===== src/rtl/dvi_timing_gen_pkg.sv =====
// Shared types, timing presets and phase-boundary helper for the DVI timing generator.
// No logic: constants and elaboration-time functions only.
package dvi_timing_pkg;

    typedef enum logic [1:0] {
        ST_IDLE,
        ST_PRIME,
        ST_RUN,
        ST_STOP_PENDING
    } state_t;

    typedef struct packed {
        int h_active;
        int h_fp;
        int h_sync;
        int h_bp;
        int v_active;
        int v_fp;
        int v_sync;
        int v_bp;
        bit hs_pol;
        bit vs_pol;
    } timing_t;

    typedef struct packed {
        int total;
        int sync_start;
        int sync_end;
    } axis_bounds_t;

    localparam timing_t TIMING_640X480_60  = '{640, 16, 96, 48, 480, 10, 2, 33, 1'b0, 1'b0};
    localparam timing_t TIMING_1024X768_60 = '{1024, 24, 136, 160, 768, 3, 6, 29, 1'b0, 1'b0};

    function automatic timing_t timing_preset(input bit xga);
        return xga ? TIMING_1024X768_60 : TIMING_640X480_60;
    endfunction

    localparam timing_t TIMING_DEFAULT = timing_preset(1'b0);

    // Axis layout is active, front porch, sync, back porch; sync_end is inclusive.
    function automatic axis_bounds_t axis_bounds(input int active, input int fp,
                                                 input int sync, input int bp);
        axis_bounds_t b;
        b.total      = active + fp + sync + bp;
        b.sync_start = active + fp;
        b.sync_end   = active + fp + sync - 1;
        return b;
    endfunction

endpackage


===== src/rtl/dvi_timing_gen_if.sv =====
// Video timing bundle between the generator (master) and the DVI output path (slave).
// Level-sensitive run request in, registered timing/coordinate outputs back; no backpressure.
interface dvi_timing_gen_if #(
    parameter int CNT_W = 12
);
    logic             iEnable;
    logic             oPixReq;
    logic             oHsync;
    logic             oVsync;
    logic             oDe;
    logic [CNT_W-1:0] oX;
    logic [CNT_W-1:0] oY;
    logic             oLineStart;
    logic             oFrameStart;
    logic             oRunning;

    modport master (
        input  iEnable,
        output oPixReq, oHsync, oVsync, oDe, oX, oY, oLineStart, oFrameStart, oRunning
    );

    modport slave (
        output iEnable,
        input  oPixReq, oHsync, oVsync, oDe, oX, oY, oLineStart, oFrameStart, oRunning
    );
endinterface


===== src/rtl/dvi_axis_counter.sv =====
// Wrapping position counter for one video axis with active/sync/last phase flags.
// Flags are combinational from the count; advances only on i_adv, so no backpressure.
module dvi_axis_counter
    import dvi_timing_pkg::*;
#(
    parameter int CNT_W  = 12,
    parameter int ACTIVE = 640,
    parameter int FP     = 16,
    parameter int SYNC   = 96,
    parameter int BP     = 48
)(
    input  logic             i_clk,
    input  logic             i_rst,
    input  logic             i_adv,
    output logic [CNT_W-1:0] o_cnt,
    output logic             o_active,
    output logic             o_sync,
    output logic             o_last
);
    localparam axis_bounds_t B = axis_bounds(ACTIVE, FP, SYNC, BP);

    logic [CNT_W-1:0] r_cnt;

    always_ff @(posedge i_clk or posedge i_rst) begin
        if (i_rst) begin
            r_cnt <= '0;
        end else if (i_adv) begin
            r_cnt <= o_last ? '0 : r_cnt + 1'b1;
        end
    end

    assign o_cnt    = r_cnt;
    assign o_last   = (r_cnt == CNT_W'(B.total - 1));
    assign o_active = (r_cnt < CNT_W'(ACTIVE));
    assign o_sync   = (r_cnt >= CNT_W'(B.sync_start)) && (r_cnt <= CNT_W'(B.sync_end));

endmodule


===== src/rtl/dvi_timing_gen.sv =====
// DVI video timing generator: hsync/vsync/de, coordinates and a one-cycle-early pixel request.
// Latency: enable sampled -> oPixReq next cycle -> (0,0) on outputs one cycle later; no backpressure.
module dvi_timing_gen
    import dvi_timing_pkg::*;
#(
    parameter int H_ACTIVE = TIMING_DEFAULT.h_active,
    parameter int H_FP     = TIMING_DEFAULT.h_fp,
    parameter int H_SYNC   = TIMING_DEFAULT.h_sync,
    parameter int H_BP     = TIMING_DEFAULT.h_bp,
    parameter int V_ACTIVE = TIMING_DEFAULT.v_active,
    parameter int V_FP     = TIMING_DEFAULT.v_fp,
    parameter int V_SYNC   = TIMING_DEFAULT.v_sync,
    parameter int V_BP     = TIMING_DEFAULT.v_bp,
    parameter bit HS_POL   = TIMING_DEFAULT.hs_pol,
    parameter bit VS_POL   = TIMING_DEFAULT.vs_pol,
    parameter int CNT_W    = 12
)(
    input  logic             iSysClk,
    input  logic             iSysRst,
    dvi_timing_gen_if.master io_vid
);
    localparam axis_bounds_t H_B = axis_bounds(H_ACTIVE, H_FP, H_SYNC, H_BP);
    localparam axis_bounds_t V_B = axis_bounds(V_ACTIVE, V_FP, V_SYNC, V_BP);
    localparam longint CNT_RANGE = longint'(1) << CNT_W;

    if (H_ACTIVE < 1 || H_FP < 1 || H_SYNC < 1 || H_BP < 1 ||
        V_ACTIVE < 1 || V_FP < 1 || V_SYNC < 1 || V_BP < 1 || CNT_W < 1 ||
        CNT_RANGE <= longint'(H_B.total) || CNT_RANGE <= longint'(V_B.total)) begin : g_param_check
        $error("dvi_timing_gen: timing parameters out of range for CNT_W");
    end

    state_t           r_state, w_next_state;
    logic             w_feed;
    logic [CNT_W-1:0] w_h_cnt, w_v_cnt;
    logic             w_h_act, w_h_sync, w_h_last;
    logic             w_v_act, w_v_sync, w_v_last;
    logic             r_at_origin;

    logic             r_s1_vld, r_pix_req, r_s1_hs, r_s1_vs, r_s1_ls, r_s1_fs;
    logic [CNT_W-1:0] r_s1_x, r_s1_y;
    logic             r_de, r_hs, r_vs, r_ls, r_fs, r_running;
    logic [CNT_W-1:0] r_x, r_y;

    // The counters run two positions ahead of the outputs: stage 1 drives oPixReq, stage 2 the rest.
    dvi_axis_counter #(.CNT_W(CNT_W), .ACTIVE(H_ACTIVE), .FP(H_FP), .SYNC(H_SYNC), .BP(H_BP)) u_h_cnt (
        .i_clk(iSysClk), .i_rst(iSysRst), .i_adv(w_feed),
        .o_cnt(w_h_cnt), .o_active(w_h_act), .o_sync(w_h_sync), .o_last(w_h_last)
    );

    dvi_axis_counter #(.CNT_W(CNT_W), .ACTIVE(V_ACTIVE), .FP(V_FP), .SYNC(V_SYNC), .BP(V_BP)) u_v_cnt (
        .i_clk(iSysClk), .i_rst(iSysRst), .i_adv(w_feed && w_h_last),
        .o_cnt(w_v_cnt), .o_active(w_v_act), .o_sync(w_v_sync), .o_last(w_v_last)
    );

    always_ff @(posedge iSysClk or posedge iSysRst) begin
        if (iSysRst) begin
            r_state <= ST_IDLE;
        end else begin
            r_state <= w_next_state;
        end
    end

    // While stopping, the first position of a new frame is never fed, so the pipeline drains
    // at the frame's last position. An empty stage 1 with enable back high restarts via PRIME.
    always_comb begin
        w_next_state = r_state;
        w_feed       = 1'b0;
        case (r_state)
            ST_IDLE: begin
                if (io_vid.iEnable) begin
                    w_next_state = ST_PRIME;
                    w_feed       = 1'b1;
                end
            end
            ST_PRIME: begin
                w_next_state = ST_RUN;
                w_feed       = 1'b1;
            end
            ST_RUN, ST_STOP_PENDING: begin
                w_feed = io_vid.iEnable || !r_at_origin;
                if (io_vid.iEnable) begin
                    w_next_state = r_s1_vld ? ST_RUN : ST_PRIME;
                end else begin
                    w_next_state = r_s1_vld ? ST_STOP_PENDING : ST_IDLE;
                end
            end
            default: w_next_state = ST_IDLE;
        endcase
    end

    always_ff @(posedge iSysClk or posedge iSysRst) begin
        if (iSysRst) begin
            r_at_origin <= 1'b1;
            r_s1_vld    <= 1'b0;
            r_pix_req   <= 1'b0;
            r_s1_hs     <= ~HS_POL;
            r_s1_vs     <= ~VS_POL;
            r_s1_ls     <= 1'b0;
            r_s1_fs     <= 1'b0;
            r_s1_x      <= '0;
            r_s1_y      <= '0;
        end else begin
            if (w_feed) begin
                r_at_origin <= w_h_last && w_v_last;
            end
            r_s1_vld  <= w_feed;
            r_pix_req <= w_feed && w_h_act && w_v_act;
            r_s1_hs   <= (w_feed && w_h_sync) ? HS_POL : ~HS_POL;
            r_s1_vs   <= (w_feed && w_v_sync) ? VS_POL : ~VS_POL;
            r_s1_ls   <= w_feed && (w_h_cnt == '0);
            r_s1_fs   <= w_feed && r_at_origin;
            r_s1_x    <= w_h_cnt;
            r_s1_y    <= w_v_cnt;
        end
    end

    always_ff @(posedge iSysClk or posedge iSysRst) begin
        if (iSysRst) begin
            r_de      <= 1'b0;
            r_hs      <= ~HS_POL;
            r_vs      <= ~VS_POL;
            r_ls      <= 1'b0;
            r_fs      <= 1'b0;
            r_x       <= '0;
            r_y       <= '0;
            r_running <= 1'b0;
        end else begin
            r_de      <= r_pix_req;
            r_hs      <= r_s1_hs;
            r_vs      <= r_s1_vs;
            r_ls      <= r_s1_ls;
            r_fs      <= r_s1_fs;
            r_running <= (w_next_state == ST_RUN) || (w_next_state == ST_STOP_PENDING);
            if (r_pix_req) begin
                r_x <= r_s1_x;
                r_y <= r_s1_y;
            end
        end
    end

    assign io_vid.oPixReq     = r_pix_req;
    assign io_vid.oHsync      = r_hs;
    assign io_vid.oVsync      = r_vs;
    assign io_vid.oDe         = r_de;
    assign io_vid.oX          = r_x;
    assign io_vid.oY          = r_y;
    assign io_vid.oLineStart  = r_ls;
    assign io_vid.oFrameStart = r_fs;
    assign io_vid.oRunning    = r_running;

endmodule


===== src/flat_wrapper.sv =====
// flat-port wrapper written by rule: the top's interface ports become plain ports
module dvi_timing_gen_flat import dvi_timing_pkg::*;
#(
    parameter int H_ACTIVE = TIMING_DEFAULT.h_active,
    parameter int H_FP     = TIMING_DEFAULT.h_fp,
    parameter int H_SYNC   = TIMING_DEFAULT.h_sync,
    parameter int H_BP     = TIMING_DEFAULT.h_bp,
    parameter int V_ACTIVE = TIMING_DEFAULT.v_active,
    parameter int V_FP     = TIMING_DEFAULT.v_fp,
    parameter int V_SYNC   = TIMING_DEFAULT.v_sync,
    parameter int V_BP     = TIMING_DEFAULT.v_bp,
    parameter bit HS_POL   = TIMING_DEFAULT.hs_pol,
    parameter bit VS_POL   = TIMING_DEFAULT.vs_pol,
    parameter int CNT_W    = 12
)
  (iSysClk, iSysRst, io_vid_iEnable, io_vid_oPixReq, io_vid_oHsync, io_vid_oVsync, io_vid_oDe, io_vid_oX, io_vid_oY, io_vid_oLineStart, io_vid_oFrameStart, io_vid_oRunning);
  dvi_timing_gen_if #(.CNT_W(CNT_W)) io_vid_i ();
  input  logic iSysClk;
  input  logic iSysRst;
  input wire logic [$bits(io_vid_i.iEnable)-1:0] io_vid_iEnable;
  output wire logic [$bits(io_vid_i.oPixReq)-1:0] io_vid_oPixReq;
  output wire logic [$bits(io_vid_i.oHsync)-1:0] io_vid_oHsync;
  output wire logic [$bits(io_vid_i.oVsync)-1:0] io_vid_oVsync;
  output wire logic [$bits(io_vid_i.oDe)-1:0] io_vid_oDe;
  output wire logic [$bits(io_vid_i.oX)-1:0] io_vid_oX;
  output wire logic [$bits(io_vid_i.oY)-1:0] io_vid_oY;
  output wire logic [$bits(io_vid_i.oLineStart)-1:0] io_vid_oLineStart;
  output wire logic [$bits(io_vid_i.oFrameStart)-1:0] io_vid_oFrameStart;
  output wire logic [$bits(io_vid_i.oRunning)-1:0] io_vid_oRunning;
  assign io_vid_i.iEnable = io_vid_iEnable;
  assign io_vid_oPixReq = io_vid_i.oPixReq;
  assign io_vid_oHsync = io_vid_i.oHsync;
  assign io_vid_oVsync = io_vid_i.oVsync;
  assign io_vid_oDe = io_vid_i.oDe;
  assign io_vid_oX = io_vid_i.oX;
  assign io_vid_oY = io_vid_i.oY;
  assign io_vid_oLineStart = io_vid_i.oLineStart;
  assign io_vid_oFrameStart = io_vid_i.oFrameStart;
  assign io_vid_oRunning = io_vid_i.oRunning;
  dvi_timing_gen #(.H_ACTIVE(H_ACTIVE), .H_FP(H_FP), .H_SYNC(H_SYNC), .H_BP(H_BP), .V_ACTIVE(V_ACTIVE), .V_FP(V_FP), .V_SYNC(V_SYNC), .V_BP(V_BP), .HS_POL(HS_POL), .VS_POL(VS_POL), .CNT_W(CNT_W)) u_core (.iSysClk(iSysClk), .iSysRst(iSysRst), .io_vid(io_vid_i));
endmodule

===== config.mk =====
export PLATFORM = sky130hd
export DESIGN_NAME = dvi_timing_gen_flat
export DESIGN_NICKNAME = d
export VERILOG_FILES = /design/src/rtl/dvi_timing_gen_pkg.sv /design/src/rtl/dvi_timing_gen_if.sv /design/src/rtl/dvi_axis_counter.sv /design/src/rtl/dvi_timing_gen.sv /design/src/flat_wrapper.sv
export SDC_FILE = /design/constraint.sdc
export NUM_CORES = 1
export LEC_CHECK = 0
export BUFFER_PORTS_ARGS = -buffer_cell sky130_fd_sc_hd__buf_4
export CAP_MARGIN = 20
export CORE_MARGIN = 10
export CORE_UTILIZATION = 50
export DETAILED_ROUTE_END_ITERATION = 7
export PLACE_DENSITY = 0.74
export SKIP_LAST_GASP = 1
export SYNTH_ARGS = -nofsm -noshare
export SYNTH_HDL_FRONTEND = slang
export SYNTH_SLANG_ARGS = --single-unit

===== constraint.sdc =====
create_clock -name iSysClk -period 2.9 [get_ports iSysClk]
set_input_delay 0.29 -clock iSysClk [delete_from_list [all_inputs] [get_ports iSysClk]]
set_output_delay 0.29 -clock iSysClk [all_outputs]
set_load 0.03 [all_outputs]

# Word level (Yosys, flattened, before mapping)
# Cells that the tools add are included.
dict set report classes {
  addsub 2
  mul 0
  div 0
  magnitude_cmp 6
  eq_ne 7
  n_shift 0
  muxes 11
  bitwise_logic 0
  reduce_logical 16
}
# op count
set op_table {}
lappend op_table {{12-bit by 1-bit adder with 12-bit output (second input constant)} 2}
lappend op_table {{12-bit by 10-bit == test with 1-bit output (second input constant)} 2}
lappend op_table {{12-bit 2-to-1 mux} 2}
lappend op_table {{12-bit by 10-bit >= comparator with 1-bit output (second input constant)} 1}
lappend op_table {{12-bit by 9-bit >= comparator with 1-bit output (second input constant)} 1}
lappend op_table {{12-bit by 10-bit less-or-equal comparator with 1-bit output (second input constant)} 1}
lappend op_table {{12-bit by 9-bit less-or-equal comparator with 1-bit output (second input constant)} 1}
lappend op_table {{12-bit zero test} 1}
lappend op_table {{12-bit by 10-bit < comparator with 1-bit output (second input constant)} 1}
lappend op_table {{12-bit by 9-bit < comparator with 1-bit output (second input constant)} 1}
lappend op_table {{1-bit logical AND} 10}
lappend op_table {{2-bit == test (second input constant)} 4}
lappend op_table {{2-bit 2-to-1 mux} 4}
lappend op_table {{2-bit one-hot mux with 3 select lines} 1}
lappend op_table {{1-bit 2-to-1 mux} 3}
lappend op_table {{1-bit one-hot mux with 3 select lines} 1}
lappend op_table {{2-bit by 1-bit == test with 1-bit output (second input constant)} 1}
lappend op_table {{2-bit zero test} 1}
lappend op_table {{1-bit logical OR} 2}
lappend op_table {{2-bit OR reduction} 1}
lappend op_table {{1-bit zero test} 1}
dict set report totals {
  ff_bits 87
  latch_bits 0
  ramBits 0
  romBits 0
  in_bits 3
  out_inout_bits 31
  wordCells 62
  memories 0
}

# Logic depth before layout (Yosys ltp)
# Gate-level depths: netlist of the first run.
dict set report depth {
  depth_word 5
  mapped_depth 6
  ltp_nobuf 6
}

# Cells and area by module
# From an unflattened synthesis of the first run, not the netlist that was laid out.
dict set report hier_totals {
  hier_cells 249
  hier_area_um2 3347.0
}
# module n_inst cells_per_inst area_each_um2 seq_area_each_um2
set modules_own_cells {}
lappend modules_own_cells {dvi_timing_gen 1 111 1983.2 1557.7}
lappend modules_own_cells {{dvi_axis_counter (u_core.u_h_cnt)} 1 70 696.9 300.3}
lappend modules_own_cells {{dvi_axis_counter (u_core.u_v_cnt)} 1 68 666.9 300.3}

# Worst setup path before layout of the first run
# OpenSTA, ideal clock, no wires.
dict set report synth_timing {
  kind {register -> register}
  start {reg u_core.u_v_cnt.r_cnt[0] (netlist: u_core.u_v_cnt.o_cnt[0])}
  end {reg u_core.u_v_cnt.r_cnt[9] (netlist: u_core.u_v_cnt.o_cnt[9])}
  setup_ns 0.125
  arrival_ns 1.502
  required_ns 2.775
  slack_ns 1.273
  path_stages_with_launch 7
  n_path_buf 0
  period_less_slack_ns 1.627
  cell_sequence {dfrtp_1 -> inv_1 -> ha_1 -> and4bb_2 -> nand4_2 -> a211o_1 -> mux2_2}
}
dict set report synth_via {
  elab_chain_cells 2
  elab_cells_between_ends 3
  cone_classes {1 x add/sub; 1 x eq/ne; 1 x mux}
}
# element line
set synth_rtl {}
lappend synth_rtl {{from (decl)} dvi_axis_counter.sv:22} ;# logic [CNT_W-1:0] r_cnt;
lappend synth_rtl {{from (signal assigned)} dvi_axis_counter.sv:28} ;# r_cnt <= o_last ? '0 : r_cnt + 1'b1;
lappend synth_rtl {{12-bit by 1-bit adder with 12-bit output / 12-bit by 10-bit == test with 1-bit output (equally long branches)} {dvi_axis_counter.sv:28, dvi_axis_counter.sv:33}}
lappend synth_rtl {{12-bit 2-to-1 mux *} dvi_axis_counter.sv:28}
# Every way passes the cells marked *; elsewhere a longest branch is shown, timed or not.
# A chain may end at the register's enable or synchronous reset.

# Worst setup path after layout of the first run
dict set report layout_timing {
  start {reg u_core.u_h_cnt.r_cnt[0] (netlist: u_core.u_h_cnt.o_cnt[0])}
  end {reg u_core.u_v_cnt.r_cnt[6] (netlist: u_core.u_v_cnt.o_cnt[6])}
}
dict set report layout_via {
  elab_chain_cells 2
}
# element line
set layout_rtl {}
lappend layout_rtl {{from (decl)} dvi_axis_counter.sv:22}
lappend layout_rtl {{from (signal assigned)} dvi_axis_counter.sv:28}
lappend layout_rtl {{12-bit by 10-bit == test with 1-bit output} dvi_axis_counter.sv:33} ;# assign o_last = (r_cnt == CNT_W'(B.total - 1));
lappend layout_rtl {{1-bit logical AND} dvi_timing_gen.sv:51} ;# .i_clk(iSysClk), .i_rst(iSysRst), .i_adv(w_feed && w_h_last),
# Every way passes these cells.

==> results of run 1 <==
## sequential cells by signal, summed over array words and instances (netlist names), 2 cells and up
signal and count:
u_core.io_vid.oX 12, u_core.io_vid.oY 12, u_core.r_s1_x 12, u_core.r_s1_y 12, u_core.u_h_cnt.o_cnt 12, u_core.u_v_cnt.o_cnt 12, u_core.r_state 2
## per-layer routing
layer  global-route usage, %  part of all wire, %  up-vias
met5                       0                    0        -
met1                    14.5                   45     1024
met2                    18.3                   49       38
met4                    7.38                  1.8        0
met3                    2.63                  4.4        8
li1                        -                    -      962
## report_power, final
group,switching (mW),internal [mW]
Sequential,0.173,1.42
Clock,0.422,0.316
Combinational,0.354,0.266
## cells by family after synthesis
kind of cell | count (synthesis)
AO/OA/AOI/OAI | 23
XOR/XNOR | 12
adder cells (fa/ha/maj) | 4
buffers and inverters | 19
flip-flops | 87
multiplexers | 29
AND/OR/NAND/NOR | 73
## worst max path at each step
stage,slack (ns),to,from,depth (start not counted)
6_report,0.85,u_core.u_v_cnt.o_cnt[6]$_DFFE_PP0P_,u_core.u_h_cnt.o_cnt[0]$_DFFE_PP0N_,6
5_1_grt,0.68,u_core.u_v_cnt.o_cnt[11]$_DFFE_PP0P_,u_core.u_h_cnt.o_cnt[1]$_DFFE_PP0N_,6
4_1_cts,0.84,u_core.u_v_cnt.o_cnt[7]$_DFFE_PP0P_,u_core.u_h_cnt.o_cnt[0]$_DFFE_PP0N_,6
3_5_place_dp,0.87,u_core.u_v_cnt.o_cnt[6]$_DFFE_PP0P_,u_core.u_h_cnt.o_cnt[0]$_DFFE_PP0N_,6
3_3_place_gp,0.96,u_core.u_v_cnt.o_cnt[4]$_DFFE_PP0P_,u_core.u_h_cnt.o_cnt[1]$_DFFE_PP0N_,6
2_1_floorplan,0.37,u_core.io_vid.oDe$_DFF_PP0_,iSysRst,1
## cell type report
class	instances	area (um2)	share of cell area (%)
clock buffer	10	128	3.29
clock inverter	6	45.0	1.16
inverter	9	35.0	0.902
multi-input combinational	141	1100	28.5
sequential	87	2180	56.2
tap	77	96.3	2.48
timing repair buffer	37	290	7.48
## critical path, cell delays in order (launching register included)
cell and delay [ns]:
dfrtp_1 0.44, ha_1 0.27, and4_1 0.23, nand4_2 0.29, buf_4 0.30, nor4b_2 0.29
xor2_1 0.16
## placed cells by master (no fill, tap or decap), types with 5 or more instances in the layout
cell	n
dfrtp_1	82
buf_4	36
mux2_2	27
nand2_1	14
nand3_1	13
o21ai_0	9
clkbuf_8	9
inv_1	8
xor2_1	8
nor4_1	7
dfstp_2	5
==> results.md, run 1 <==
- Row cnt: 29
- Max Cap Violations: 0
- Die X: 102 um
- DP Area: roughly 3700 um2
- Post-synthesis mux area share: 9.59%
- Fin Clk Skew: 0.00767 ns
- Post-Synth XOR/XNOR Area: 3.11%
- GP Congestion: approximately 0.80
- HPWL Detailed: between 3 and 4 mm
- Status: complete, no violations
- Number of diodes: 0
- Primary FF master, synth: dfrtp_1
- Post-synth EDFFs: 0
- CTS tree: done
- RR Endpoint: u_core.u_v_cnt.o_cnt[6]$_DFFE_PP0P_
- Worst Tran Pin Value: between 0.6 and 0.7 ns
- Vias in the first global route: 2045
- Worst R2R Start: u_core.u_h_cnt.o_cnt[0]$_DFFE_PP0N_
- Power Density: 759 nW/um2
- Tot Pwr: around 2.9 mW
- Post-synth top cells: 82 x dfrtp_1, 27 x mux2_2, 14 x nand2_1, 13 x nand3_1
- DIE AREA: around 10000 um2
- Area of the mapped netlist: between 3000 and 4000 um2
- DR WL/cell: between 15 and 20 um
- Cts bufs inserted: 9
- Final Slew Violations: 0
- Post-Route Utilization: between 60 and 70%
- Final instance count without filler cells: between 300 and 400
- Synth top area share: approximately 61%
- Root Driver: clkbuf_8
- Crit share post-route: a little over two thirds
- Largest net degree at the start of global routing: between 40 and 50
- Mapped Nets: 254
- Total grt overflow: 0
- DRT Wirelength: approximately 5.7 mm
- Unrepaired setup endpoints after global routing: no
- Die height: approximately 100 um
- CP Data Arrival Time: ~2.3 ns
- Syn_area_per_cell: 13.7 um2
- Seq cells post-synth: 87
- Fin. Hold Viols: 0
- H-tree levels: 3
- Worst setup EP type: flop
- Post-Synth Simple-Gate Area: about 14%
- Async SR Flop Fraction: between 90% and 100%
- Pre-CTS WS: 0.866 ns
- Register area share after synthesis: 64.6%
- Worst R2R Path Depth: 6
- I/O pins: 34
- Clock transition at the registers of the reported paths: 0.09 ns
- Max Root-Sink Buffers: 2
- Inst Count DP: 351
- Post-CTS Setup Bufs: 0
- Adder-Cell Fraction of Synth Area: under 10%
- # fillers: around 510
- Gates resized, CTS repair: 0
- Critical path required time: 3.17 ns
- Final #Nets: roughly 300
- Layout cells sized above 1: roughly 33%
- Initial antenna violation count: 0
- Number of I/O port buffers: 33
- First-pass GRT wire length: around 9.7 mm
- Via count: 2032
- Ys Warns: 0
- Fmax: a little under 0.5 GHz
- Min-delay worst type: in2async
- Final instance area: 3880 um2
- Vias/cell: roughly 5.5
- Synth unique cells: 40
- Static leakage power: between 1.5 and 2 nW
- Initial Util: between 50% and 60%
- Final setup fails: 0
- Fin Setup TNS: 0 ns
- Synth area leader: dfrtp_1
- Worst setup SP type: flop
- Crit path max fanout: 13
- R2r setup slk: between 0.8 and 0.9 ns
- Clk_lat worst skew: between 0.3 and 0.4 ns
- Largest family of logic cells by synthesized area: simple AND/OR/NAND/NOR gates
- Post-synthesis compound-gate area fraction: 4.33%
- DRT iter0 DRCs: 68
- Post-DRT Antenna Nets: 0
- DRC errors left: 0
- Crit path time final: approximately 2 ns
- Hold_ws: slightly below 0.007 ns
- Worst setup margin: 0.846 ns
- Relative slew slack: approximately 56%
- Kind of critical path: reg2reg
- Clock sinks: 87
- Synth top area cells: dfrtp_1 61%, mux2_2 9.0%, dfstp_2 3.9%
- CTS Hold Buffers Added: 0
- Area added between synthesis and finish: 14.9%
- Core area: ~6500 um2
- Most frequent cell after synthesis: dfrtp_1
- Peak supply drop: around 0.24 mV
- Global-route total usage across every layer: a little under an eighth
- Cell count after synthesis: approximately 250
- DRT Pass-1 Iters: 4
(Power assumes the default switching activity.)
==> run 2: changes to the inputs <==
clock period = 1.9 ns   (was 2.9 ns; I/O delays follow)
==> run 2 against run 1 <==
Net effect:
- utilization rose by 2.4 points
- wire length rose by 4.9%
- sequential power rose by 48%
- critical path depth did not move
- highest routed layer unchanged
- hold slack improved by 0.031 ns
- register-to-register slack got worse by 0.72 ns
- clock-buffer cell count rose by 3
- clock power rose by 67%
- die area did not move
- maximum frequency rose by 16%
- combinational power rose by 85%
==> results.md, run 2 (synthesis gave the netlist of run 1 again) <==
- Status: complete, no violations
- Hold_ws: about 0.038 ns
- Crit path max fanout: 7
- Crit-path cells: inv_1 > ha_1 > and4bb_2 > nand4_4 > a211o_1 > mux2_2
- DRC errors left: 0
- Most frequent cells in the layout: 82 x dfrtp_1, 41 x buf_4, 27 x mux2_2, 14 x nand2_1, 13 x nand3_1
- Largest stage delay, worst path: 0.45 ns
- Final Slew Violations: 0
- Cts bufs inserted: 9
- Worst Setup EP: u_core.u_v_cnt.o_cnt[9]$_DFFE_PP0P_
- Final instance area: 4040 um2
- Worst R2R Start: u_core.u_v_cnt.o_cnt[1]$_DFFE_PP0P_
- Largest net degree at the start of global routing: 33
- Min-delay worst type: in2reg
- Flop pwr share: roughly half
- DR WL/cell: approximately 16 um
- H-tree levels: 3
- CTS tree: done
- Area added between synthesis and finish: 19.5%
- Clock power frac: a little over a quarter
- Inst Count DP: 360
- Core area: between 6000 and 7000 um2
- RR Endpoint: u_core.u_v_cnt.o_cnt[9]$_DFFE_PP0P_
- I/O pins: 34
- Layout cells sized above 1: 34.7%
- Vias/cell: ~5.4
- R2r setup slk: 0.13 ns
- First-pass GRT wire length: ~10 mm
- Worst setup EP type: flop
- Clock transition at the registers of the reported paths: roughly 0.070 ns
- Worst R2R Path Depth: 6
- Post-Route Utilization: between 60% and 70%
- DIE AREA: 10400 um2
- Max Root-Sink Buffers: 2
- Commonest non-fill, non-tap cell in the layout: dfrtp_1
- Peak supply drop: between 0.4 and 0.5 mV
- CP max stage cell: dfrtp_1
- Initial Util: about 52%
- Clk_lat worst skew: 0.34 ns
- Number of diodes: 0
- Worst setup SP type: flop
- Initial antenna violation count: 0
- CP Launch Point: u_core.u_v_cnt.o_cnt[1]$_DFFE_PP0P_
- Fin Setup TNS: 0 ns
- Global-route total usage across every layer: approximately 12%
- GP Congestion: ~0.80
- DRT Pass-1 Iters: 4
- Switching Fraction: a little under a third
- Die height: roughly 100 um
- Unrepaired setup endpoints after global routing: no
- Cell internal pwr: 3.30 mW
- Static leakage power: approximately 1.8 nW
- DP Area: roughly 3800 um2
- Final setup fails: 0
- Critical path required time: about 2.1 ns
- Final instance count without filler cells: 377
- Via count: roughly 2000
- Post-DRT Antenna Nets: 0
- Max Cap Violations: 0
- CP Data Arrival Time: around 2 ns
- Post-CTS Setup Bufs: 0
- Final #Nets: 302
- Die X: 102 um
- Sw power: 1.43 mW
- Logic pwr share: 24.3%
- HPWL Detailed: 4.18 mm
- Row cnt: 29
- Fin. Hold Viols: 0
- Fin Clk Skew: 0.00964 ns
- Vias in the first global route: 2027
- Relative slew slack: between 60% and 70%
- DRT iter0 DRCs: 96
- DRT Wirelength: between 5 and 6 mm
- Total grt overflow: 0
- Root Driver: clkbuf_8
- Clock sinks: 87
- Fmax: between 0.5 and 0.6 GHz
- Power Density: 1170 nW/um2
- Kind of critical path: reg2reg
- Crit share post-route: ~93%
- Crit path time final: 1.77 ns
- Number of I/O port buffers: 33
- Worst Tran Pin Value: about 0.52 ns
## run 2: worst min path at each step
stage | start | endpoint | slack, ns | cells past startpoint
finish | io_vid_iEnable | u_core.r_state[0]$_DFF_PP0_ | 0.04 | 2
global route | io_vid_iEnable | u_core.r_state[0]$_DFF_PP0_ | 0.04 | 2
CTS | io_vid_iEnable | u_core.r_state[0]$_DFF_PP0_ | 0.02 | 2
detailed placement | iSysRst | u_core.io_vid.oY[8]$_DFFE_PP0P_ | 0.27 | 2
global placement | iSysRst | u_core.io_vid.oY[8]$_DFFE_PP0P_ | 0.26 | 2
floorplan | io_vid_iEnable | u_core.r_state[0]$_DFF_PP0_ | 0.28 | 1
## run 2: metal layers
layer	part of all wire, %	GRT usage, %
met5	0	0
met4	1.6	6.72
met3	4.2	3.24
met2	50	19.6
met1	44	14.7
## run 2: stage by stage
| step | power [mW] | setup slack (ns) |
|---|---|---|
| 2_1_floorplan | 3.07 | 0.273 |
| 3_3_place_gp | 3.50 | 0.209 |
| 3_5_place_dp | 3.55 | 0.120 |
| 4_1_cts | 4.79 | 0.0863 |
| 5_1_grt | 4.97 | 0.0359 |
| 6_report | 4.73 | 0.131 |
## run 2: worst max-delay path: cells and delay by family, from the launching register on
family,cells,cell delay [ns]
adder cells (fa/ha/maj),1,0.13
buffers and inverters,1,0.10
AO/OA/AOI/OAI,1,0.30
AND/OR/NAND/NOR,2,0.41
multiplexers,1,0.27
flip-flops,1,0.45
## run 2: layout make-up
cell class	count	area, um2
inverters	9	37.5
flip-flops and latches	87	2180
clock buffers	13	149
multi-input cells	141	1110
clock inverters	3	42.5
well taps	77	96.3
fillers	514	2420
repair buffers	47	418
## run 2: timing repair
action                                 4_1_cts  5_1_grt
setup endpoints to repair                    0        1
endpoints found under the hold margin       17        0
resized for setup                            0        1
hold buffers                                 1        0
## run 2: power groups by stage
stage | clock network, mW | logic, mW | registers [mW]
after floorplan | 0 | 0.434 | 2.64
after global placement | 0 | 1.13 | 2.37
after detailed placement | 0 | 1.16 | 2.39
after CTS | 1.28 | 1.16 | 2.35
after global routing | 1.34 | 1.24 | 2.39
final | 1.23 | 1.15 | 2.35
